===== src/rtl/mul_8_seq_if.sv =====
// Operand/result handshake between ALU control and the sequential 8x8 multiplier.
// Control drives start with the operands; the multiplier returns product with busy/done status.
interface mul_8_seq_if;
    logic        start;
    logic [7:0]  A;
    logic [7:0]  B;
    logic [15:0] product;
    logic        busy;
    logic        done;

    modport master (
        output start,
        output A,
        output B,
        input  product,
        input  busy,
        input  done
    );

    modport slave (
        input  start,
        input  A,
        input  B,
        output product,
        output busy,
        output done
    );
endinterface


===== src/rtl/mul_8_seq.sv =====
// Iterative unsigned 8x8 -> 16 shift-and-add multiplier, one partial sum per clock.
// The partial sum comes from a single 8-bit adder; its carry is recovered by comparing sum against hi.

module adder_8 (
    input  logic [7:0] a,
    input  logic [7:0] b,
    output logic [7:0] sum
);
    assign sum = a + b;
endmodule

module mul_8_seq #(
    parameter bit ZERO_SHORTCUT = 1'b1
) (
    input  logic        clk,
    input  logic        rst,
    mul_8_seq_if.slave  bus
);

    typedef enum logic {
        IDLE = 1'b0,
        RUN  = 1'b1
    } state_t;

    state_t      state_q;
    state_t      state_d;

    logic [7:0]  m_q;
    logic [7:0]  hi_q;
    logic [7:0]  lo_q;
    logic [3:0]  cnt_q;
    logic [15:0] product_q;
    logic        busy_q;
    logic        done_q;

    logic [7:0]  sum;
    logic        carry;
    logic [7:0]  hi_d;
    logic [7:0]  lo_d;
    logic        accept;
    logic        shortcut;
    logic        last;

    adder_8 u_adder (
        .a   (hi_q),
        .b   (m_q),
        .sum (sum)
    );

    // An 8-bit add wrapped around exactly when the result is smaller than an operand.
    assign carry = lo_q[0] & (sum < hi_q);

    // One iteration: conditionally add, then shift {carry, hi, lo} right by one.
    always_comb begin
        if (lo_q[0]) begin
            hi_d = {carry, sum[7:1]};
            lo_d = {sum[0], lo_q[7:1]};
        end else begin
            hi_d = {1'b0, hi_q[7:1]};
            lo_d = {hi_q[0], lo_q[7:1]};
        end
    end

    // NOTE: every signal written here gets a default first, so no path leaves one unassigned and no latch is inferred.
    always_comb begin
        state_d  = state_q;
        accept   = 1'b0;
        shortcut = 1'b0;
        last     = 1'b0;
        case (state_q)
            IDLE: begin
                if (bus.start) begin
                    if (ZERO_SHORTCUT && (bus.A == 8'd0 || bus.B == 8'd0)) begin
                        shortcut = 1'b1;
                    end else begin
                        accept  = 1'b1;
                        state_d = RUN;
                    end
                end
            end
            RUN: begin
                if (cnt_q == 4'd7) begin
                    last    = 1'b1;
                    state_d = IDLE;
                end
            end
            default: state_d = IDLE;
        endcase
    end

    // NOTE: state uses non-blocking assignments so every register samples pre-edge values, independent of block order.
    always_ff @(posedge clk or posedge rst) begin
        if (rst) begin
            state_q <= IDLE;
        end else begin
            state_q <= state_d;
        end
    end

    always_ff @(posedge clk or posedge rst) begin
        if (rst) begin
            m_q       <= 8'd0;
            hi_q      <= 8'd0;
            lo_q      <= 8'd0;
            cnt_q     <= 4'd0;
            product_q <= 16'h0000;
            busy_q    <= 1'b0;
            done_q    <= 1'b0;
        end else begin
            done_q <= shortcut | last;
            if (accept) begin
                m_q    <= bus.A;
                hi_q   <= 8'd0;
                lo_q   <= bus.B;
                cnt_q  <= 4'd0;
                busy_q <= 1'b1;
            end else if (state_q == RUN) begin
                hi_q  <= hi_d;
                lo_q  <= lo_d;
                cnt_q <= cnt_q + 4'd1;
                if (last) begin
                    product_q <= {hi_d, lo_d};
                    busy_q    <= 1'b0;
                end
            end
            if (shortcut) begin
                product_q <= 16'h0000;
            end
        end
    end

    assign bus.product = product_q;
    assign bus.busy    = busy_q;
    assign bus.done    = done_q;

endmodule


===== src/flat_wrapper.sv =====
// flat-port wrapper written by rule: the top's interface ports become plain ports
module mul_8_seq_flat 
#(
    parameter bit ZERO_SHORTCUT = 1'b1
)
  (clk, rst, bus_start, bus_A, bus_B, bus_product, bus_busy, bus_done);
  mul_8_seq_if bus_i ();
  input  logic clk;
  input  logic rst;
  input wire logic [$bits(bus_i.start)-1:0] bus_start;
  input wire logic [$bits(bus_i.A)-1:0] bus_A;
  input wire logic [$bits(bus_i.B)-1:0] bus_B;
  output wire logic [$bits(bus_i.product)-1:0] bus_product;
  output wire logic [$bits(bus_i.busy)-1:0] bus_busy;
  output wire logic [$bits(bus_i.done)-1:0] bus_done;
  assign bus_i.start = bus_start;
  assign bus_i.A = bus_A;
  assign bus_i.B = bus_B;
  assign bus_product = bus_i.product;
  assign bus_busy = bus_i.busy;
  assign bus_done = bus_i.done;
  mul_8_seq #(.ZERO_SHORTCUT(ZERO_SHORTCUT)) u_core (.clk(clk), .rst(rst), .bus(bus_i));
endmodule

===== config.mk =====
export PLATFORM = sky130hd
export DESIGN_NAME = mul_8_seq_flat
export DESIGN_NICKNAME = d
export VERILOG_FILES = /design/src/rtl/mul_8_seq_if.sv /design/src/rtl/mul_8_seq.sv /design/src/flat_wrapper.sv
export SDC_FILE = /design/constraint.sdc
export NUM_CORES = 1
export LEC_CHECK = 0
export BUFFER_PORTS_ARGS = -buffer_cell sky130_fd_sc_hd__buf_4
export CELL_PAD_IN_SITES_DETAIL_PLACEMENT = 1
export CELL_PAD_IN_SITES_GLOBAL_PLACEMENT = 2
export CORE_ASPECT_RATIO = 1.25
export CORE_MARGIN = 8
export CORE_UTILIZATION = 40
export DETAILED_ROUTE_END_ITERATION = 6
export PLACE_DENSITY_LB_ADDON = 0.1
export SLEW_MARGIN = 20
export SYNTH_ARGS = -nofsm -noshare
export SYNTH_HDL_FRONTEND = slang
export SYNTH_HIERARCHICAL = 1
export SYNTH_SLANG_ARGS = --single-unit

===== constraint.sdc =====
create_clock -name clk -period 5.55 [get_ports clk]
set_input_delay 1.665 -clock clk [delete_from_list [all_inputs] [get_ports clk]]
set_output_delay 1.665 -clock clk [all_outputs]
set_load 0.03 [all_outputs]

==> results of run 1 <==
## logic make-up (layout without fill, tap and decap cells)
kind of cell               count (synthesis)  in the layout  share of synthesized area, %
AOI/OAI and AO/OA                         83             83                         23.49
and+or+nand+nor                           52             52                         10.20
DFF                                       47             47                         44.61
buffers and inverters                     30             60                         5.695
adders and majority gates                 16             16                         7.879
muxes                                     16             16                         6.455
xor gates and xnor gates                   5              5                         1.661
## final cells by class
type,count,area share [%]
well taps,87,3.597
clock buffers,8,3.307
repair buffers,36,8.929
flip-flops and latches,47,38.86
inverters,16,2.026
multi-input cells,172,43.28
## worst max-delay path by stage
stage / start / endpoint / slack, ns / cells after the start
finish: bus_A[0] / u_core/bus.product[2] / 2.27 / 5
global route: bus_A[0] / u_core/bus.product[6] / 2.13 / 5
CTS: bus_A[0] / u_core/bus.product[6] / 2.20 / 5
detailed placement: bus_A[0] / u_core/bus.product[6] / 1.87 / 5
global placement: bus_A[5] / u_core/bus.product[15] / 1.96 / 5
floorplan: bus_A[0] / u_core/m_q[0] / 2.74 / 5
## power breakdown
part / internal (mW) / switching [mW]
clock network: 0.114 / 0.113
logic: 0.592 / 0.744
registers: 0.521 / 0.155
## routing by layer
layer	vias up	track usage, %
met5	-	0
met4	0	5.091
met3	6	2.678
met2	23	25.41
met1	1012	18.24
li1	977	-
## flip-flops by register name, indices dropped and copies added, names as in the netlist
name	cells
u_core/m_q	8
u_core/state_q	1
u_core/bus.done	1
u_core/bus.product	16
u_core/cnt_q	4
u_core/hi_q	8
u_core/bus.busy	1
u_core/lo_q	8
## worst min-delay path, stage by stage, from the launching register on
cell,delay (ns)
dfrtp_1,0.38
inv_1,0.05
a21oi_1,0.05
## synth_stat cells (all sizes together), types with 2 or more instances
| master | n |
|---|---|
| a211oi | 2 |
| xor2 | 2 |
| o311ai | 2 |
| o21ai | 14 |
| a21o | 3 |
| a32o | 5 |
| ha | 15 |
| a22o | 2 |
| mux2i | 8 |
| nand2 | 26 |
| nand2b | 3 |
| mux2 | 8 |
| nor4 | 4 |
| clkbuf | 3 |
| nor2b | 2 |
| buf | 11 |
| o31ai | 9 |
| dfrtp | 47 |
| a21oi | 8 |
| a31oi | 10 |
| and2 | 3 |
| nand3 | 2 |
| xnor2 | 3 |
| o211ai | 4 |
| nor2 | 8 |
| o21a | 2 |
| o22ai | 9 |
| a2bb2oi | 7 |
| nor3b | 2 |
| inv | 16 |
==> metrics.txt, run 1 <==
status=finished clean; DRC Markers=0; first-pass GRT wire length=10930 um; f_max=305.3 MHz; TNS Setup=0 ns; PnR worst setup slack=2.274 ns; cts repair resizes=0; root buf cell=clkbuf_8; largest delay contributor family on the critical path=simple AND/OR/NAND/NOR gates; CTS tree=built; Warnings, synthesis=6; routed length per placed instance=17.75 um; H-tree lvl count=2; wl on met1=2934 um; CP max FO=11; Worst Tran Pin Value=0.8364 ns; Synth area leader=dfrtp_1; # setup viols final=0; commonest non-fill, non-tap cell in the layout=dfrtp_1; GRT overflow=0; LEAKAGE=1.385 nW; PortBufs=36; placed cells=358; clock sinks=47; arrival time at the worst endpoint=3.44 ns; Buf/Inv on CP=1; Final period util=59.02%; chip width=88.61 um; Min Hold Slack=0.5232 ns; Cell Chain, Critical Path=buf_4, nor4_1, nand2_1, a21boi_2, o21ai_0; power density relative to cell area=739.9 nW/um^2; syn nets=284; die area=9460 um^2; Core ar.=6482 um^2; DR top layer=met4; Starting Density=40.67%; Hold Path Class=flip-flop to flip-flop; dpl ws=1.867 ns; flop-to-flop setup slack=2.77 ns; CTS max path bufs=2; DRT Pass-1 Iters=4; slew margin rel.=44.24%; post-synth cell types=50; nets=313; Cells after Synth=249; required arrival time at the worst endpoint=5.71 ns; Antenna diodes=0; multi-input logic area=1310 um^2; WL final=6497 um; Pwr Total=2.239 mW; Placer Congestion=0.7501; metal3 WL=135 um; RSZ-0062 raised after global routing=no; CP peak stage delay=0.58 ns; Hold Crit Depth=2; most frequent cells in the layout=dfrtp_1 (47), buf_4 (36), nand2_1 (26), ha_1 (15), inv_1 (14); number of synthesized flops with an enable pin=0; final core occ=46.69%; DR vias/cell=5.514; dpl hpwl=4965 um; Mean Syn Cell Area=10.59 um^2; Final Non-Filler Cells=366; pins over their slew limit=0; startpoint types=input port; Num CTS Buffers=5; Hold Buf Count CTS=0; synthesized area=2636 um^2; IO Pins=37; top post-synthesis cells by area=dfrtp_1 (45%), ha_1 (7.1%), nand2_1 (3.7%), mux2i_1 (3.0%), mux2_2 (3.0%); CP endpoint kind=flip-flop; vias in the first global route=2157; layout cells sized above 1=21.15%; dpl cell area=2925 um^2; Primary FF master, synth=dfrtp_1; Finished Cell Area=3027 um^2; fill count=776; FP Rows=33; Hold Path End=u_core/bus.busy; Final ANT Viol Nets=0; clock period minus worst slack=3.276 ns; Via Count=2018; sequential-to-total area share from yosys stat=44.61%; Storage cell area=1176 um^2; Slowest-stage cell, CP=a21boi_2; GR Util All Layers=14.92%; number of antenna violations at the first check in global routing=0; P&R area growth vs syn=14.81%; met2 wire len=3337 um; DR iter-0 viols=54; later-pin clock latency in the skew report=0.30 ns; Reg-to-Reg End=u_core/hi_q[7]; ys async rst share=100.0%; clock skew=0.006724 ns; share of the synthesized area in the top cell type=44.61%; post-synthesis register bit count=47; Post-CTS Setup Repair Bufs=0; Max-Cap Viols=0; worst flop-to-flop path startpoint=u_core/hi_q[0]; critical path type=input port to flip-flop; largest net degree at the start of global routing=48; clock transition time at the flip-flop clock pins of the worst setup and hold paths=0.09 ns; Final Hold Fails=0; Die Span Y=106.8 um; HP Start=u_core/bus.busy; FF-to-FF path depth=11; worst vdd ir=0.3024 mV
Power figures use the tool's default switching activity.
==> run 2: changes to the inputs <==
--- a/config.mk
+++ b/config.mk
@@ -10,7 +10,7 @@
 export CELL_PAD_IN_SITES_GLOBAL_PLACEMENT = 2
 export CORE_ASPECT_RATIO = 1.25
 export CORE_MARGIN = 8
-export CORE_UTILIZATION = 40
+export CORE_UTILIZATION = 37
 export DETAILED_ROUTE_END_ITERATION = 6
 export PLACE_DENSITY_LB_ADDON = 0.1
 export SLEW_MARGIN = 20
==> constraint.sdc (replaced) <==
create_clock -name clk -period 3.1 [get_ports clk]
set_input_delay 0.93 -clock clk [delete_from_list [all_inputs] [get_ports clk]]
set_output_delay 0.93 -clock clk [all_outputs]
set_load 0.03 [all_outputs]
==> run 2 against run 1 <==
Net effect:
- critical path depth is 6 higher
- flip-flop and latch count unchanged
- die area up 6.8%
- combinational power increased by 78%
- sequential power grew 80%
- utilization is 3.0 points lower
- critical endpoint is now u_core/bus.product[15]
- register-to-register slack got worse by 2.4 ns
- count of clock-buffer cells in the layout shrank 1
- routed wire length grew 3.9%
- highest routed layer unchanged
- setup slack got worse by 1.9 ns
- total power grew 77%
==> metrics.txt, run 2 (synthesis results as in run 1) <==
status=finished clean; first-pass GRT wire length=11320 um (+3.6%); max reg flops=16 (unchanged); TNS Setup=0 ns (unchanged); CP max FO=4 (-7); clock sinks=47 (unchanged); vias in the first global route=2200 (+2.0%); IO Pins=37 (unchanged); FP Rows=34 (+3.0%); Post-CTS Setup Repair Bufs=0 (unchanged); Placer Congestion=0.7704 (+2.7%); Hold Buf Count CTS=0 (unchanged); Core ar.=6934 um^2 (+7.0%); P&R area growth vs syn=15.05%; worst vdd ir=0.4406 mV (+46%); clock period minus worst slack=2.710 ns; Min Hold Slack=0.5203 ns (-0.002935 ns); cts repair resizes=0 (unchanged); pins over their slew limit=0 (unchanged); Max-Cap Viols=0 (unchanged); CP peak stage delay=0.42 ns (-0.16 ns); number of antenna violations at the first check in global routing=0 (unchanged); Antenna diodes=0 (unchanged); Worst Tran Pin Value=0.7112 ns (-0.1252 ns); clock skew=0.01194 ns (+0.005216 ns); slew margin rel.=52.47% (+8.2 points); clock transition time at the flip-flop clock pins of the worst setup and hold paths=0.09 ns (about the same); Die Span Y=110.4 um (+3.4%); Slowest-stage cell, CP=dfrtp_1; Hold Path Class=flip-flop to flip-flop; largest delay contributor family on the critical path=compound AO/OA/AOI/OAI gates; Starting Density=38.02% (-2.6 points); H-tree lvl count=2 (unchanged); Num CTS Buffers=5 (unchanged); power density relative to cell area=1307 nW/um^2 (+77%); most frequent cells in the layout=dfrtp_1 (47), buf_4 (39), nand2_1 (26), ha_1 (15), inv_1 (14); DRT Pass-1 Iters=4 (unchanged); layout cells sized above 1=21.63% (+0.48 points); Buf/Inv on CP=1 (unchanged); later-pin clock latency in the skew report=0.29 ns (about the same); Final ANT Viol Nets=0 (unchanged); required arrival time at the worst endpoint=3.29 ns (-2.42 ns); arrival time at the worst endpoint=2.90 ns (-0.54 ns); GR Util All Layers=13.98% (-0.94 points); Cell Chain, Critical Path=ha_1, inv_1, fa_1, nor2b_4, o31a_1, o311ai_1, ha_1, a21o_1, a21oi_1, o21ai_0, o22ai_1; root buf cell=clkbuf_8; f_max=368.9 MHz; CTS tree=built; chip width=91.50 um (+3.3%); commonest non-fill, non-tap cell in the layout=dfrtp_1; DR iter-0 viols=77 (+43%); # setup viols final=0 (unchanged); dpl hpwl=5188 um (+4.5%); critical path's most frequent cell=ha_1; LEAKAGE=1.391 nW (+0.39%); Final period util=87.43%; nets=316 (+0.96%); DRC Markers=0 (unchanged); die area=10100 um^2 (+6.8%); WL final=6751 um (+3.9%); largest net degree at the start of global routing=48 (unchanged); Via Count=1982 (-1.8%); Final Hold Fails=0 (unchanged); startpoint types=flip-flop; routed length per placed instance=18.15 um (+2.2%); CP endpoint kind=flip-flop; PortBufs=36 (unchanged); CTS max path bufs=2 (unchanged); DR vias/cell=5.328 (-3.4%); GRT overflow=0 (unchanged); critical path type=flip-flop to flip-flop; RSZ-0062 raised after global routing=no
run 2: cell types whose count changed in the layout (fill, tap and decap cells not counted), sizes merged:
cell	change
buf	+3
clkbuf	-1
inv	+1
run 2: final cells by class:
class / instances / area [um^2]
Timing Repair Buffer: 39 / 292.8
Sequential cell: 47 / 1176
Multi-Input combinational cell: 172 / 1310
Clock inverter: 1 / 5.005
Inverter: 16 / 60.06
Fill cell: 807 / 3901
Clock buffer: 7 / 76.32
Tap cell: 90 / 112.6
run 2: worst paths after layout:
check                                          to  slack (ns)  cells past startpoint            from
min in group asynchronous           u_core/m_q[7]        0.80                      3             rst
hold / removal                      u_core/m_q[6]        0.52                      1   u_core/m_q[6]
setup reg to reg           u_core/bus.product[15]        0.39                     11  u_core/hi_q[0]
max in group asynchronous          u_core/hi_q[0]        1.89                      3             rst
hold reg to reg                     u_core/m_q[6]        0.52                      1   u_core/m_q[6]
setup / recovery           u_core/bus.product[15]        0.39                     11  u_core/hi_q[0]
run 2: report_power, final:
part	internal (mW)	switching (mW)
registers	0.933	0.289
clock network	0.159	0.201
logic	1.05	1.33
total	2.15	1.82
run 2: per-layer routing:
| metal | global-route usage, % | up-vias | wire, um |
|---|---|---|---|
| met3 | 2.033 | 2 | 128 |
| li1 | - | 984 | - |
| met5 | 0 | - | 0 |
| met1 | 17.20 | 976 | 3098 |
| met4 | 4.220 | 0 | 42 |
| met2 | 24.79 | 20 | 3482 |
run 2: through the flow:
| stage | setup slack, ns | std cells | area [um^2] | utilization, % | power, mW |
|---|---|---|---|---|---|
| 2_1_floorplan | 0.7283 | 249 | 2636 | - | 2.955 |
| 3_3_place_gp | 0.4385 | 364 | 2952 | 42.57 | 3.601 |
| 3_5_place_dp | 0.3996 | 364 | 2952 | 42.57 | 3.654 |
| 4_1_cts | 0.3411 | 372 | 3033 | 43.74 | 4.037 |
| 5_1_grt | 0.1724 | 372 | 3033 | 43.74 | 4.367 |
| 6_report | 0.3896 | 372 | 3033 | 43.74 | 3.965 |
